`config.mk`:
```
export PLATFORM = sky130hd
export DESIGN_NAME = trg_event_buffer
export DESIGN_NICKNAME = d
export VERILOG_FILES = /design/src/rtl/trg_event_buffer.sv
export SDC_FILE = /design/constraint.sdc
export NUM_CORES = 1
export LEC_CHECK = 0
export CAP_MARGIN = 20
export CORE_MARGIN = 4
export CORE_UTILIZATION = 54
export DETAILED_ROUTE_END_ITERATION = 12
export GPL_ROUTABILITY_DRIVEN = 0
export PLACE_DENSITY_LB_ADDON = 0.25
export SLEW_MARGIN = 20
export SYNTH_ARGS = -nofsm -noshare
export SYNTH_HDL_FRONTEND = slang
export SYNTH_SLANG_ARGS = --single-unit
```
`constraint.sdc`:
```
create_clock -name clk_in -period 11.74 [get_ports clk_in]
set_clock_uncertainty 0.1 [all_clocks]
set_input_delay 2.348 -clock clk_in [delete_from_list [all_inputs] [get_ports clk_in]]
set_output_delay 2.348 -clock clk_in [all_outputs]
set_load 0.05 [all_outputs]
```
`src/rtl/trg_event_buffer.sv`:
```
// Trigger event buffer: edge-captures tag/event number/timestamp into a show-ahead FIFO.
// Optional timestamp counter enabled by defining TRG_TIMESTAMP_EN.
module trg_event_buffer #(
    parameter int FIFO_AW      = 4,
    parameter int AFULL_MARGIN = 2
) (
    input  logic               clk_in,
    input  logic               rst_in_N,
    input  logic               coincid_trg_in,
    input  logic [4:0]         coincid_tag_in,
    input  logic               trg_en_in,
    input  logic               ts_clr_in,
    input  logic               evt_rd_in,
    output logic               evt_valid_out,
    output logic [52:0]        evt_data_out,
    output logic [FIFO_AW:0]   fifo_level_out,
    output logic               fifo_full_out,
    output logic               trg_busy_out,
    output logic [15:0]        evt_lost_cnt_out
);

    localparam int DEPTH = 1 << FIFO_AW;
    localparam int DW    = 53;

    typedef logic [FIFO_AW:0] ptr_t;

    localparam ptr_t DEPTH_LVL = ptr_t'(DEPTH);
    localparam ptr_t AFULL_LVL = ptr_t'(DEPTH - AFULL_MARGIN);

    logic          trg_prev;
    logic          trg_hit;
    logic [15:0]   evt_num;
    logic [31:0]   ts;
    logic [15:0]   lost_cnt;

    ptr_t          wr_ptr;
    ptr_t          rd_ptr;
    ptr_t          wr_ptr_nxt;
    ptr_t          rd_ptr_nxt;
    ptr_t          level_nxt;

    logic          do_pop;
    logic          do_push;
    logic          do_drop;
    logic [DW-1:0] entry;
    logic [DW-1:0] mem [DEPTH];

    assign trg_hit = coincid_trg_in & ~trg_prev & trg_en_in;
    assign do_pop  = evt_rd_in & evt_valid_out;
    // A pop in the same cycle frees the slot, so a full FIFO still accepts.
    assign do_push = trg_hit & (~fifo_full_out | do_pop);
    assign do_drop = trg_hit & fifo_full_out & ~do_pop;

    assign entry = {evt_num, coincid_tag_in, ts};

    always_comb begin
        wr_ptr_nxt = wr_ptr;
        rd_ptr_nxt = rd_ptr;
        if (do_push) begin
            wr_ptr_nxt = wr_ptr + ptr_t'(1);
        end
        if (do_pop) begin
            rd_ptr_nxt = rd_ptr + ptr_t'(1);
        end
        level_nxt = wr_ptr_nxt - rd_ptr_nxt;
    end

`ifdef TRG_TIMESTAMP_EN
    always_ff @(posedge clk_in) begin
        if (!rst_in_N) begin
            ts <= '0;
        end else if (ts_clr_in) begin
            ts <= '0;
        end else begin
            ts <= ts + 32'd1;
        end
    end
`else
    assign ts = '0;
`endif

    // trg_prev resets high so a level held through reset is not an edge.
    always_ff @(posedge clk_in) begin
        if (!rst_in_N) begin
            trg_prev <= 1'b1;
            evt_num  <= '0;
            lost_cnt <= '0;
        end else begin
            trg_prev <= coincid_trg_in;
            if (ts_clr_in) begin
                evt_num  <= '0;
                lost_cnt <= '0;
            end else begin
                if (trg_hit) begin
                    evt_num <= evt_num + 16'd1;
                end
                if (do_drop && lost_cnt != 16'hFFFF) begin
                    lost_cnt <= lost_cnt + 16'd1;
                end
            end
        end
    end

    always_ff @(posedge clk_in) begin
        if (!rst_in_N) begin
            wr_ptr         <= '0;
            rd_ptr         <= '0;
            fifo_level_out <= '0;
            evt_valid_out  <= 1'b0;
            fifo_full_out  <= 1'b0;
            trg_busy_out   <= 1'b0;
        end else begin
            wr_ptr         <= wr_ptr_nxt;
            rd_ptr         <= rd_ptr_nxt;
            fifo_level_out <= level_nxt;
            evt_valid_out  <= level_nxt != '0;
            fifo_full_out  <= level_nxt == DEPTH_LVL;
            trg_busy_out   <= level_nxt >= AFULL_LVL;
        end
    end

    always_ff @(posedge clk_in) begin
        if (do_push) begin
            mem[wr_ptr[FIFO_AW-1:0]] <= entry;
        end
    end

    assign evt_data_out     = evt_valid_out ? mem[rd_ptr[FIFO_AW-1:0]] : '0;
    assign evt_lost_cnt_out = lost_cnt;

endmodule

```
==> run_results.csv <==
group,metric,value,unit
status,status,"completed",
worst_setup_path,path_class,"reg -> out",
pwr,p_per_area,171,nW/um^2
detailed_routing,firstDrtPassIters,5,
floorplanning,fp.coreArea,28100,um^2
timing,finalSetupTns,0,ns
synth,seq_area_frac_synth,0.714,
clocking,cts_resized,0,
worst_setup_path,critical-path-slowest-cell,"dfxtp_4",
floorplanning,die_x,178,um
synth,ys_top_cells_by_area,"edfxtp_1 65%, mux4_2 12%, dfxtp_1 6.6%",
floorplanning,io_pins,88,
pwr,p_leak,5.32,nW
floorplanning,initial_utilization,0.554,
clocking,insertion_delay,0.51,ns
synth,yosys.cell_types.count,44,
timing,setup_viol,0,
layout,drive_gt1_frac,0.185,
floorplanning,rows,61,
placed_design,dp_hpwl,17900,um
layout,utilization,0.631,
hold_path,hold_class,"reg -> reg",
floorplanning,die_area,31600,um^2
synth,netlist_area,15600,um^2
timing,post-route-period-util,0.563,
detailed_routing,wl_per_cell,23.2,um
worst_setup_path,start_kind,"register",
grt,grt_pass1_wl,49200,um
timing,rsz0062_at_grt,"false",
grt,antenna_found_initial,1,
worst_setup_path,crit_family,"buffers and inverters",
worst_setup_path,critPathRequiredTime,9.29,ns
timing,hold_slack,0.426,ns
synth,yosysTopAreaCell,"edfxtp_1",
worst_setup_path,slowest_delay,0.87,ns
timing,drv_slew,0,
grt,grt_pass1_vias,8202,
clocking,cts_made_buffers,39,
detailed_routing,wl,32100,um
timing,fin_crit,6.61,ns
synth,syn_inst,899,
synth,avgSynthCellArea,17.3,um^2
synth,yosys.area.top_type_share,0.648,
detailed_routing,antenna_left,0,
synth,async_reset_ff_frac,0,
layout,diodes,0,
worst_setup_path,critPathBufInv,2,
synth,synth_edf_count,336,
layout,num-fill-cells,2032,
placed_design,dpl_cell_area,16500,um^2
worst_setup_path,end_kind,"primary output",
detailed_routing,via_per_inst,5.81,
timing,finalHoldViolations,0,
run,maxCapViolCount,0,
synth,ys_warn_count,0,
clocking,htree_num_levels,2,
synth,yosys_register_bits,387,
clocking,cts.sinks,387,
timing,fmax,151,MHz
clocking,cts_max_path_buffers,3,
synth,yosys-top-cells-count,"336 x edfxtp_1, 84 x mux4_2, 68 x nand2_1",
placed_design,io_buffers,55,
clocking,clk_pin_slew,0.06,ns
synth,ys.flop_type,"edfxtp_1",
detailed_routing,vias,8015,
clocking,hold_buffers,0,
pwr,irDropWorstVdd,0.141,mV
detailed_routing,drcViolationCount,0,
worst_setup_path,cp.arrival,4.16,ns
worst_setup_path,path_max_fanout,49,
grt,grt_overflow,0,
layout,synthToLayoutAreaGrowth,13.8,%
clocking,post-cts-setup-buffer-count,0,
worst_setup_path,cp_cell_sequence,"buf_4 -> mux4_2 -> nand2b_1 -> nand2_1 -> o21ai_0 -> a21oi_1 -> clkdlybuf4s50_1",
clocking,root_buffer,"clkbuf_16",
layout,nets,996,
synth,yosysMostFrequentCell,"edfxtp_1",
layout,final_area,17700,um^2
grt,grt.total_usage,0.209,
timing,slew_headroom,0.307,
clocking,cts_tree,"yes",
detailed_routing,first_iter_violations,744,
timing,tightest_slew,1.04,ns
floorplanning,dieHeight,178,um
grt,grt_max_degree,57,
[flip-flops by register name, summed over array words and instances, names as in the netlist]
signal,count
evt_lost_cnt_out,16
evt_num,16
rd_ptr,5
mem,336
wr_ptr,5
evt_valid_out,1
trg_prev,1
trg_busy_out,1
fifo_level_out,5
fifo_full_out,1
[power breakdown]
part	total, mW	switching [mW]	leakage, nW	internal, mW
clock network	1.17	0.483	0.603	0.688
registers	1.51	0.0231	3.24	1.49
logic	0.354	0.226	1.48	0.128
[cell families (layout without fill, tap and decap cells)]
logic type | count (synthesis) | after routing | share of synthesized area
other | 1 | 32 | 0.000241
and+or+nand+nor | 210 | 210 | 0.0655
AOI/OAI and AO/OA | 64 | 64 | 0.0225
buffers and inverters | 81 | 153 | 0.0285
adders and majority gates | 12 | 12 | 0.0101
xor gates and xnor gates | 35 | 35 | 0.0215
DFF | 387 | 387 | 0.714
muxes | 109 | 109 | 0.138
[per-layer routing]
layer | part of all wire | global-route usage | wire, um
met5 | 0.00041 | 0 | 13
met1 | 0.43 | 0.304 | 13800
met4 | 0.019 | 0.0458 | 602
met3 | 0.075 | 0.0462 | 2420
met2 | 0.48 | 0.330 | 15300
[worst register-to-register path, stage by stage (launching register included)]
cell and delay, ns:
dfxtp_1 0.29, and3b_1 0.57, nor2b_1 0.49, nand2_1 0.25, nor2_2 0.86, buf_4 0.43
[final cells by class]
cell class,count,area (um^2),area share
Timing Repair Buffer,76,708,0.0400
Inverter,7,26.3,0.00148
Clock buffer,47,1030,0.0579
Multi-Input combinational cell,462,4170,0.236
Tap cell,378,473,0.0267
Clock inverter,23,186,0.0105
Sequential cell,387,11100,0.628
[layout by cell type, fill, tap and decap left out, types with 3 or more instances in the layout]
cell             count
edfxtp_1           336
mux4_2              84
nand2_1             68
clkdlybuf4s50_1     55
dfxtp_1             47
nor2_1              45
clkbuf_16           39
conb_1              32
o21ai_0             28
a21oi_1             28
xnor2_1             26
nand2b_1            26
mux2i_1             25
buf_4               21
nand4_1             11
nor2_2              11
ha_1                11
clkinv_2             9
clkinv_1             9
nand3_1              8
nor4_1               8
xor2_1               7
inv_1                7
nor3_1               6
clkbuf_1             6
or3_1                5
nor3_2               4
nor2b_1              3
and2_1               3
bufinv_16            3
[worst paths after layout]
| kind | to | cells past startpoint | from | slack [ns] |
|---|---|---|---|---|
| setup / recovery | evt_data_out[51] | 7 | rd_ptr[0] | 5.13 |
| setup reg to reg | mem[12][0] | 5 | trg_prev | 8.43 |
| hold reg to reg | evt_lost_cnt_out[1] | 2 | evt_lost_cnt_out[1] | 0.43 |
| hold / removal | evt_lost_cnt_out[1] | 2 | evt_lost_cnt_out[1] | 0.43 |
[through the flow]
| stage | setup WS [ns] | std cells | power, mW |
|---|---|---|---|
| 5_1_grt | 4.74 | 1380 | 3.15 |
| 3_3_place_gp | 5.57 | 1310 | 1.90 |
| 4_1_cts | 5.01 | 1380 | 3.06 |
| 6_report | 5.13 | 1380 | 3.04 |
| 3_5_place_dp | 5.56 | 1310 | 1.90 |
| 2_1_floorplan | 6.37 | 930 | 1.80 |
No activity file was read; power rests on OpenSTA's default activity.
